===== config.mk =====
export PLATFORM = sky130hd
export DESIGN_NAME = code_lock
export DESIGN_NICKNAME = d
export VERILOG_FILES = /design/src/rtl/code_lock.sv
export SDC_FILE = /design/constraint.sdc
export NUM_CORES = 1
export LEC_CHECK = 0
export CORE_UTILIZATION = 56
export CTS_CLUSTER_SIZE = 40
export DETAILED_ROUTE_END_ITERATION = 10
export HOLD_SLACK_MARGIN = 0.08
export PLACE_DENSITY = 0.88
export REMOVE_ABC_BUFFERS = 1
export SLEW_MARGIN = 0
export SYNTH_ARGS = -nofsm -noshare
export SYNTH_HDL_FRONTEND = slang
export SYNTH_SLANG_ARGS = --single-unit

===== constraint.sdc =====
create_clock -name clk -period 2 [get_ports clk]
set_input_delay 0.2 -clock clk [delete_from_list [all_inputs] [get_ports clk]]
set_output_delay 0.2 -clock clk [all_outputs]
set_load 0.01 [all_outputs]

===== src/rtl/code_lock.sv =====
// code_lock: four-button combination lock front end.
// Synchronises and debounces raw buttons, collects a 4-digit entry,
// checks it against CODE and pulses pass/fail. Too many consecutive
// failures lock out all input for LOCK_CYCLES.
module code_lock #(
  parameter int unsigned DEB_CYCLES  = 1000000,
  parameter logic [7:0]  CODE        = 8'h1B,
  parameter int unsigned MAX_TRIES   = 3,
  parameter int unsigned LOCK_CYCLES = 500000000
) (
  input  logic       clk,
  input  logic       reset,
  input  logic [3:0] btn,
  output logic       pass,
  output logic       fail,
  output logic       locked,
  output logic [2:0] digits,
  output logic [1:0] tries
);

  localparam int unsigned DCW = (DEB_CYCLES > 1) ? $clog2(DEB_CYCLES) : 1;
  localparam int unsigned LCW = (LOCK_CYCLES > 1) ? $clog2(LOCK_CYCLES) : 1;
  localparam logic [DCW-1:0] DEB_LAST  = DCW'(DEB_CYCLES - 1);
  localparam logic [LCW-1:0] LOCK_LAST = LCW'(LOCK_CYCLES - 1);
  localparam logic [1:0]     TRY_LIM   = 2'(MAX_TRIES);

  typedef enum logic [1:0] {IDLE, CHECK, LOCK} state_t;

  // two-flop synchroniser, then accepted (debounced) level and its history
  logic [3:0]     sync_p0;
  logic [3:0]     sync_p1;
  logic [3:0]     level;
  logic [3:0]     level_prev;
  logic [DCW-1:0] deb_cnt [4];

  // press detection
  logic [3:0] rise;
  logic       press;
  logic [1:0] press_digit;

  // FSM state and next-state values
  state_t         state, state_d;
  logic [7:0]     entry, entry_d;
  logic [2:0]     digits_d;
  logic [1:0]     tries_d;
  logic [1:0]     tries_inc;
  logic           pass_d, fail_d, locked_d;
  logic [LCW-1:0] lock_cnt, lock_cnt_d;

  // Bring the asynchronous buttons into the clk domain.
  always_ff @(posedge clk) begin
    if (reset) begin
      sync_p0 <= '0;
      sync_p1 <= '0;
    end else begin
      sync_p0 <= btn;
      sync_p1 <= sync_p0;
    end
  end

  // Accept a new level only after it has differed for DEB_CYCLES cycles in a row.
  always_ff @(posedge clk) begin
    if (reset) begin
      for (int i = 0; i < 4; i++) deb_cnt[i] <= '0;
      level      <= '0;
      level_prev <= '0;
    end else begin
      level_prev <= level;
      for (int i = 0; i < 4; i++) begin
        if (sync_p1[i] == level[i]) begin
          deb_cnt[i] <= '0;
        end else if (deb_cnt[i] == DEB_LAST) begin
          level[i]   <= sync_p1[i];
          deb_cnt[i] <= '0;
        end else begin
          deb_cnt[i] <= deb_cnt[i] + DCW'(1);
        end
      end
    end
  end

  // A press is a single rising accepted level; simultaneous rises cancel out.
  always_comb begin
    rise        = level & ~level_prev;
    press       = (rise != 4'd0) && ((rise & (rise - 4'd1)) == 4'd0);
    press_digit = 2'd0;
    for (int i = 0; i < 4; i++) begin
      if (rise[i]) press_digit = 2'(i);
    end
  end

  // Next-state and registered-output values for entry, check and lockout.
  always_comb begin
    state_d    = state;
    entry_d    = entry;
    digits_d   = digits;
    tries_d    = tries;
    pass_d     = 1'b0;
    fail_d     = 1'b0;
    locked_d   = locked;
    lock_cnt_d = lock_cnt;
    tries_inc  = tries + 2'd1;
    case (state)
      IDLE: begin
        if (press) begin
          entry_d  = {entry[5:0], press_digit};
          digits_d = digits + 3'd1;
          if (digits == 3'd3) state_d = CHECK;
        end
      end
      CHECK: begin
        digits_d = 3'd0;
        if (entry == CODE) begin
          pass_d  = 1'b1;
          tries_d = 2'd0;
          state_d = IDLE;
        end else begin
          fail_d  = 1'b1;
          tries_d = tries_inc;
          state_d = (tries_inc == TRY_LIM) ? LOCK : IDLE;
        end
      end
      LOCK: begin
        // locked rises on the first LOCK cycle; counting starts once it is high
        locked_d = 1'b1;
        if (locked) begin
          if (lock_cnt == LOCK_LAST) begin
            locked_d   = 1'b0;
            tries_d    = 2'd0;
            lock_cnt_d = '0;
            state_d    = IDLE;
          end else begin
            lock_cnt_d = lock_cnt + LCW'(1);
          end
        end
      end
      default: state_d = IDLE;
    endcase
  end

  // FSM state and output registers.
  always_ff @(posedge clk) begin
    if (reset) begin
      state    <= IDLE;
      entry    <= '0;
      digits   <= '0;
      tries    <= '0;
      pass     <= 1'b0;
      fail     <= 1'b0;
      locked   <= 1'b0;
      lock_cnt <= '0;
    end else begin
      state    <= state_d;
      entry    <= entry_d;
      digits   <= digits_d;
      tries    <= tries_d;
      pass     <= pass_d;
      fail     <= fail_d;
      locked   <= locked_d;
      lock_cnt <= lock_cnt_d;
    end
  end

endmodule


==> results by group, run 1 <==
Worst setup path
  • R2R setup slack: 0.009 ns
  • CP Class: reg -> reg
  • WP data required: 2.24 ns
  • Critical Path AT: 2.23 ns
  • Critical path capture point type: flip-flop
  • Startpoint Class: flip-flop
  • Crit Path Max Fanout: 11

Detailed routing
  • Total Wirelength: 13500 um
  • DR pass1 iterations: 8
  • Drc violations: 2
  • Detail Route Antenna Nets: 0
  • Via/cell ratio: 5.29
  • Wire per inst: 13.9 um
  • Via count: 5143
  • Starting DRT DRC Count: 338

Timing
  • Clock skew: 0.00983 ns
  • RSZ-0062 raised after global routing: yes
  • Hold Worst Slack: 0.338 ns
  • Setup TNS: 0 ns
  • # setup viols final: 0
  • Final Hold Viols: 0
  • Pins Over Slew Limit: 0
  • Final worst-path cycle share: 99.5%
  • F_max: 502 MHz
  • Worst Setup Slack, final: 0.00915 ns
  • Min Tclk post-route: 1.99 ns

Clock tree
  • Hold buffer count at CTS: 0
  • Root Driver: clkbuf_16
  • CTS tree: yes
  • Worst-path clk slew: 0.07 ns
  • Sink Count: 143
  • Total CTS buffers: 17
  • Clk_lat worst skew: 0.43 ns
  • Worst-case clock buffer depth: 2
  • H-tree levels: 4

Final layout
  • Fin nets: 826
  • N_diodes: 0
  • Final Cell Area: 8340 um2
  • Non-filler cells, final: 972
  • Share of layout cells above drive strength 1: 9.58%
  • Fill cells: 812
  • Area delta synth->final: 21.6%
  • Layout Utilization: 69.7%

Synth
  • Mapped Cells: 693
  • Register area share after synthesis: 53.5%
  • Mapped Area: 6850 um2
  • Post-synth ARST share: 0%
  • Synth Register Bits: 143
  • Distinct cells, synth: 42
  • Number of synthesized flops with an enable pin: 80
  • Syn Area/Cell: 9.89 um2
  • Yosys warnings: 0
  • Top_reg_cell synth: edfxtp_1

Power and ir drop
  • Tot Pwr: 6.79 mW
  • Clock Power Share: 48.8%
  • Pint: 5.30 mW
  • Leakage: 3.08 nW
  • Sequential Power Share: 48.1%
  • Sw Ratio: 21.9%
  • NetSw: 1.48 mW
  • Cell Pwr Density: 815 nW/um2
  • Maximum VDD drop: 0.639 mV
  • Comb pwr share: 3.1%

Global routing
  • Initial antenna violation count: 0
  • First-pass GRT wire length: 22100 um
  • Vias in the first global route: 4910
  • Largest net degree at the start of global routing: 34
  • Gr ovfl total: 0
  • Total Routing Usage GR: 22.3%

Run
  • MaxCap Viol Count: 0

Placed design
  • Count of input and output buffers: 13
  • Pre-CTS setup slack: 0.101 ns
  • GP Congestion: 0.809
  • Cell Area, Placed: 7590 um2
  • DP HPWL: 8420 um
  • Placed cell count: 935

Worst hold path
  • Hold Path Class: in -> reg

Outcome
  • Failing checks: DRC
  • Status: finished with violations

Floorplan
  • Die X-Extent: 113 um
  • Die H: 113 um
  • Initial Utilization: 57.3%
  • I/O Pins: 14
  • Rows: 40
  • Core Area: 12000 um2
  • Die area: 12700 um2
==> cell type report <==
type / instances / area [um2] / area share [%]
Multi-Input combinational cell: 586 / 3380 / 40.5
Tap cell: 147 / 184 / 2.21
Inverter: 24 / 90.1 / 1.08
Clock buffer: 21 / 526 / 6.30
Clock inverter: 11 / 113 / 1.35
Sequential cell: 143 / 3660 / 44.0
Timing Repair Buffer: 40 / 383 / 4.59
==> power by group through the flow <==
stage | combinational (mW) | sequential, mW | clock, mW
5_1_grt | 0.235 | 3.27 | 3.49
4_1_cts | 0.191 | 3.26 | 3.35
3_3_place_gp | 0.184 | 3.31 | 0
6_report | 0.210 | 3.26 | 3.32
3_5_place_dp | 0.186 | 3.32 | 0
2_1_floorplan | 0.125 | 3.30 | 0
==> critical path: stages (launching register included) <==
cell and delay [ns]:
edfxtp_1 0.47, ha_4 0.21, nand2_1 0.08, nor2_2 0.05, nand2_1 0.13, nor4_4 0.07
or3_4 0.37, buf_4 0.18, nor2_1 0.24
==> sequential cells by signal, summed over array words and instances (netlist names), 2 cells and up <==
register / flops
deb_cnt: 80
lock_cnt: 29
entry: 8
level: 4
level_prev: 4
sync_p0: 4
sync_p1: 4
digits: 3
state: 2
tries: 2
==> layout by cell type, fill, tap and decap left out, types with 2 or more instances in the layout <==
cell type        instances
clkinvlp_4               2
clkbuf_16               21
nand3_1                 42
mux2i_1                 12
o22ai_1                  2
ha_1                     7
or3_1                   10
nor4b_1                  5
nor3b_1                  2
and2_1                   3
buf_12                   4
conb_1                  80
nand2_1                 45
nand4_1                 23
nor4_2                   2
xor2_1                  52
inv_1                   24
or4_1                    3
clkdlybuf4s50_1         13
nor3_1                  12
and3_1                  13
dfxtp_1                 62
nor2b_1                 16
nand2b_1                 5
a21oi_1                 12
and4_1                   7
nor4_1                   2
nor3_2                   5
edfxtp_1                80
o21ai_0                 11
nor2_1                 150
nand3b_1                 3
clkinv_4                 3
inv_6                    4
buf_4                   23
xnor2_1                 46
==> cell usage after synthesis (12+ instances only) <==
library cell	instances	area (um2)
a21oi_1	12	60.1
and3_1	14	87.6
dfxtp_1	63	1260
edfxtp_1	80	2400
inv_1	24	90.1
mux2i_1	12	120
nand2_1	45	169
nand3_1	42	210
nand4_1	23	144
nor2_1	151	567
nor2b_1	16	100
nor3_1	16	80.1
xnor2_1	46	403
xor2_1	52	455
==> per-layer routing <==
metal | global-route usage, % | part of all wire (%) | vias to the layer above
met2 | 38.1 | 50 | 112
met5 | 0 | 0 | -
met4 | 9.60 | 3.0 | 0
met3 | 5.56 | 3.8 | 32
met1 | 26.7 | 43 | 2452
li1 | - | - | 2547
==> final timing paths <==
kind                  from             to  cells after the start
max          deb_cnt[0][1]  deb_cnt[0][0]                      8
min                 btn[2]     sync_p0[2]                      2
max reg2reg  deb_cnt[0][1]  deb_cnt[0][0]                      8
min reg2reg     sync_p0[2]     sync_p1[2]                      1
==> logic make-up after synthesis <==
kind of cell | Yosys count | synth area share (%)
DFF | 143 | 53.5
muxes | 12 | 1.75
buffers and inverters | 43 | 2.61
AOI/OAI and AO/OA | 28 | 2.21
other | 1 | 0.0547
xor gates and xnor gates | 98 | 12.5
adders and majority gates | 8 | 1.46
and+or+nand+nor | 360 | 25.9
==> what timing repair did <==
item,4_1_cts,5_1_grt
buffers inserted,0,5
setup endpoints to repair,19,74
resized for setup,1,13
gates cloned,0,0
pin swaps,0,2
endpoints found under the hold margin,0,0
No activity file was read; power rests on OpenSTA's default activity.
==> run 2: changes to the inputs <==
--- a/config.mk
+++ b/config.mk
@@ -11,7 +11,7 @@
 export HOLD_SLACK_MARGIN = 0.08
 export PLACE_DENSITY = 0.88
 export REMOVE_ABC_BUFFERS = 1
-export SLEW_MARGIN = 0
+export SLEW_MARGIN = 20
 export SYNTH_ARGS = -nofsm -noshare
 export SYNTH_HDL_FRONTEND = slang
 export SYNTH_SLANG_ARGS = --single-unit
==> constraint.sdc (replaced) <==
create_clock -name clk -period 2 [get_ports clk]
set_input_delay 0.4 -clock clk [delete_from_list [all_inputs] [get_ports clk]]
set_output_delay 0.4 -clock clk [all_outputs]
set_load 0.01 [all_outputs]
==> run 2 against run 1 <==
  * The run still ends with DRC left
  * Fmax rose by 5.3%
  * Sequential share of layout area rose by 0.30 points
  * Hold slack gained 0.10 ns
  * Sequential power about the same
  * First-iteration DRC count shrank 15%
  * Setup slack gained 0.099 ns
  * Largest power group is now sequential cells
  * Highest routed layer unchanged
==> results by group, run 2 (same netlist as run 1, synthesis figures left out) <==
Final layout
  • Most frequent cells in the layout: nor2_1 (149), edfxtp_1 (80), conb_1 (80), dfxtp_1 (62), xor2_1 (52)
  • Biggest register: deb_cnt
  • Fill cells: 867
  • Register area: 3660 um2
  • Layout Utilization: 69.2%
  • Commonest non-fill, non-tap cell in the layout: nor2_1
  • Number of flip-flops in the largest register: 80
  • N_diodes: 0
  • Area delta synth->final: 20.8%
  • Footprint of the multi-input gates: 3370 um2
  • Share of layout cells above drive strength 1: 9.66%
  • Top flop regs: deb_cnt (80), lock_cnt (29), entry (8)
  • Fin nets: 829

Worst setup path
  • Critical path capture point type: flip-flop
  • Startpoint Class: flip-flop
  • Largest delay contributor family on the critical path: simple AND/OR/NAND/NOR gates
  • Crit Path Max Fanout: 8
  • Buf+Inv Stages, Crit Path: 0
  • CP Class: reg -> reg
  • Critical Path, Cell by Cell: nand3b_4 > or4_4 > or2_4 > or3_1 > a21oi_1
  • Crit-path max cell delay: 0.56 ns
  • R2R setup slack: 0.11 ns
  • WP data required: 2.36 ns
  • Critical Path AT: 2.25 ns
  • Critical path's slowest cell: or4_4

Floorplan
  • Die H: 113 um
  • Rows: 40
  • Initial Utilization: 57.3%
  • Core Area: 12000 um2
  • Die area: 12700 um2
  • I/O Pins: 14
  • Die X-Extent: 113 um

Timing
  • F_max: 529 MHz
  • # setup viols final: 0
  • Final Hold Viols: 0
  • Pins Over Slew Limit: 0
  • Min Tclk post-route: 1.89 ns
  • Final worst-path cycle share: 94.6%
  • Clock skew: 0.00662 ns
  • Worst Setup Slack, final: 0.109 ns

Detailed routing
  • Via/cell ratio: 5.14
  • Total Wirelength: 12400 um
  • DR pass1 iterations: 8
  • Detail Route Antenna Nets: 0
  • Drc violations: 2
  • Via count: 5012
  • Starting DRT DRC Count: 286
  • Wire per inst: 12.8 um

Power and ir drop
  • Tot Pwr: 6.55 mW
  • Leakage: 3.05 nW
  • Cell Pwr Density: 791 nW/um2
  • Maximum VDD drop: 0.553 mV

Clock tree
  • CTS tree: yes
  • Total CTS buffers: 17
  • Worst-case clock buffer depth: 2
  • H-tree levels: 4
  • Root Driver: clkbuf_16
  • Hold buffer count at CTS: 0
  • Clk_lat worst skew: 0.42 ns
  • Sink Count: 143
  • Worst-path clk slew: 0.06 ns

Global routing
  • Total Routing Usage GR: 21.3%
  • First-pass GRT wire length: 21500 um
  • Largest net degree at the start of global routing: 26
  • Initial antenna violation count: 0
  • Vias in the first global route: 4788
  • Gr ovfl total: 0

Worst hold path
  • Hold Path Class: reg -> reg

Placed design
  • GP Congestion: 0.815
  • Pre-CTS setup slack: 0.0890 ns
  • DP HPWL: 8370 um
  • Count of input and output buffers: 13

Run
  • MaxCap Viol Count: 0

Outcome
  • Failing checks: DRC
  • Status: finished with violations
[run 2: timing repair]
item | 4_1_cts | 5_1_grt
setup buffers | 0 | 3
resized for setup | 0 | 15
setup endpoints to repair | 0 | 71
[run 2: cell type report]
class	instances	share of cell area (%)
inverters	24	1.09
multi-input cells	586	40.7
clock buffers	24	6.60
flip-flops and latches	143	44.3
well taps	147	2.22
repair buffers	43	4.59
clock inverters	8	0.544
[run 2: power breakdown]
group / switching, mW / total, mW / internal [mW]
sequential: 0.0781 / 3.26 / 3.18
clock: 1.19 / 3.09 / 1.90
combinational: 0.112 / 0.199 / 0.0870
total: 1.38 / 6.55 / 5.17
[run 2: final timing paths]
kind / end / depth (start not counted) / startpoint
max reg2reg: lock_cnt[25] / 5 / state[0]
max: lock_cnt[25] / 5 / state[0]
min reg2reg: sync_p1[0] / 1 / sync_p0[0]
min: sync_p1[0] / 1 / sync_p0[0]
[run 2: per-layer routing]
layer | vias up | share of wire (%) | track usage [%]
met4 | 0 | 1.5 | 8.62
met5 | - | 0 | 0
met2 | 93 | 49 | 36.0
met3 | 21 | 3.3 | 5.13
met1 | 2341 | 46 | 26.3
li1 | 2557 | - | -
[run 2: stage by stage]
stage | std cells | cell area [um2] | setup TNS, ns | hold WS (ns)
finish | 975 | 8280 | 0 | 0.440
global route | 975 | 8280 | -0.0223 | 0.455
CTS | 972 | 8190 | 0 | 0.446
detailed placement | 940 | 7600 | 0 | 0.429
global placement | 940 | 7600 | 0 | 0.418
floorplan | 753 | 7060 | -3.34 | 0.414
==> run 3: changes to the inputs <==
--- a/config.mk
+++ b/config.mk
@@ -5,11 +5,12 @@
 export SDC_FILE = /design/constraint.sdc
 export NUM_CORES = 1
 export LEC_CHECK = 0
+export CORE_MARGIN = 1.5
 export CORE_UTILIZATION = 56
 export CTS_CLUSTER_SIZE = 40
 export DETAILED_ROUTE_END_ITERATION = 10
 export HOLD_SLACK_MARGIN = 0.08
-export PLACE_DENSITY = 0.88
+export PLACE_DENSITY = 0.8
 export REMOVE_ABC_BUFFERS = 1
 export SLEW_MARGIN = 20
 export SYNTH_ARGS = -nofsm -noshare
==> run 3 against run 2 <==
  * Largest power group unchanged
  * Critical path depth is 1 higher
  * Utilization hardly changed
  * Final cell count is 0.21% lower
  * The run now ends clean
  * Die area is 1.8% higher
  * Register-to-register slack worse by 0.08 ns
  * Clock power is 9.1% lower
  * First-iteration DRC count is 20% lower
  * Critical endpoint is now deb_cnt[0][6]
  * Clock skew is 0.0030 ns higher
  * Non-clock buffer count is 2 lower
  * Highest routed layer unchanged
  * Setup slack worse by 0.076 ns
  * Sequential power hardly changed
  * Flip-flop and latch count stayed put
==> results by group, run 3 (same netlist as run 1, synthesis figures left out) <==
Floorplan
  • Core Area: 12000 um2
  • Rows: 40
  • I/O Pins: 14
  • Die X-Extent: 114 um
  • Die H: 114 um
  • Initial Utilization: 57.3%
  • Die area: 12900 um2

Power and ir drop
  • Leakage: 3.06 nW
  • Cell Pwr Density: 759 nW/um2
  • Tot Pwr: 6.28 mW
  • Maximum VDD drop: 0.678 mV

Detailed routing
  • Starting DRT DRC Count: 230
  • Via count: 5036
  • Detail Route Antenna Nets: 0
  • DR pass1 iterations: 4
  • Via/cell ratio: 5.18
  • Total Wirelength: 12600 um
  • Drc violations: 0
  • Wire per inst: 12.9 um

Worst setup path
  • CP Class: reg -> reg
  • WP data required: 2.17 ns
  • Crit-path max cell delay: 0.55 ns
  • Critical path's slowest cell: or4_4
  • Critical Path AT: 2.13 ns
  • Largest delay contributor family on the critical path: simple AND/OR/NAND/NOR gates
  • Startpoint Class: flip-flop
  • Critical path capture point type: flip-flop
  • Crit Path Max Fanout: 16
  • Buf+Inv Stages, Crit Path: 2
  • Critical Path, Cell by Cell: inv_1 > or4_4 > nor4_4 > or3_4 > buf_12 > nor2_1

Clock tree
  • Hold buffer count at CTS: 0
  • Total CTS buffers: 17
  • Sink Count: 143
  • CTS tree: yes
  • H-tree levels: 4
  • Root Driver: clkbuf_16
  • Clk_lat worst skew: 0.41 ns
  • Worst-case clock buffer depth: 2
  • Worst-path clk slew: 0.06 ns

Final layout
  • Final Cell Area: 8280 um2
  • Area delta synth->final: 20.8%
  • Layout Utilization: 69.2%
  • N_diodes: 0
  • Fin nets: 827
  • Share of layout cells above drive strength 1: 8.96%
  • Top flop regs: deb_cnt (80), lock_cnt (29), entry (8)
  • Biggest register: deb_cnt
  • Commonest non-fill, non-tap cell in the layout: nor2_1
  • Number of flip-flops in the largest register: 80
  • Most frequent cells in the layout: nor2_1 (150), edfxtp_1 (80), conb_1 (80), dfxtp_1 (63), xor2_1 (52)

Outcome
  • Status: finished, final reports clean

Timing
  • Pins Over Slew Limit: 0
  • Min Tclk post-route: 1.97 ns
  • F_max: 508 MHz
  • RSZ-0062 raised after global routing: yes
  • Final Hold Viols: 0
  • Final worst-path cycle share: 98.4%
  • # setup viols final: 0
  • Clock skew: 0.00966 ns

Global routing
  • First-pass GRT wire length: 21200 um
  • Gr ovfl total: 0
  • Total Routing Usage GR: 20.4%
  • Vias in the first global route: 4897
  • Initial antenna violation count: 0
  • Largest net degree at the start of global routing: 27

Worst hold path
  • Hold Path Class: reg -> reg

Placed design
  • Count of input and output buffers: 13
  • DP HPWL: 8580 um
  • Cell Area, Placed: 7600 um2
  • GP Congestion: 0.821

Run
  • MaxCap Viol Count: 0
==> run 3: cell count changes in the layout (fill, tap and decap cells not counted), sizes merged <==
| cell | change |
|---|---|
| clkinv | -3 |
| clkbuf | +7 |
| buf | -2 |
| inv | -2 |
| clkinvlp | -2 |
==> run 3: stage by stage <==
step	setup TNS [ns]	hold WS [ns]	setup WS [ns]	cells
floorplan	-3.34	0.414	-0.169	753
global placement	0	0.423	0.142	937
detailed placement	0	0.429	0.0219	937
CTS	0	0.445	0.0196	969
global route	-0.724	0.461	-0.0557	973
finish	0	0.446	0.0322	973
==> run 3: metal layers <==
layer / track usage (%) / up-vias / wire length (um)
met1: 24.7 / 2400 / 5560
met4: 7.33 / 0 / 127
met3: 4.99 / 13 / 348
li1: - / 2550 / -
met2: 35.7 / 73 / 6540
met5: 0 / - / 0
==> run 3: repair_timing <==
action	CTS	global route
setup endpoints to repair	0	84
buffers inserted	0	4
resized for setup	0	19
==> run 3: path summary, 6_finish.rpt <==
check / slack, ns / from / depth (start not counted) / to
worst max-delay path: 0.03 / deb_cnt[0][14] / 6 / deb_cnt[0][6]
worst min-delay path: 0.45 / sync_p0[2] / 1 / sync_p1[2]
worst max register to register: 0.03 / deb_cnt[0][14] / 6 / deb_cnt[0][6]
worst min register to register: 0.45 / sync_p0[2] / 1 / sync_p1[2]
==> run 3: power breakdown <==
group / internal, mW / leakage, nW / total, mW / switching [mW]
clock: 1.75 / 0.260 / 2.81 / 1.06
combinational: 0.0908 / 1.47 / 0.203 / 0.112
sequential: 3.19 / 1.33 / 3.27 / 0.0805
total: 5.03 / 3.06 / 6.28 / 1.26
==> run 3: area by class of cell <==
class,count,area [um2]
Tap cell,147,184
Fill cell,847,3690
Clock buffer,31,528
Multi-Input combinational cell,586,3410
Clock inverter,1,5.00
Inverter,24,90.1
Timing Repair Buffer,41,390
Sequential cell,143,3660
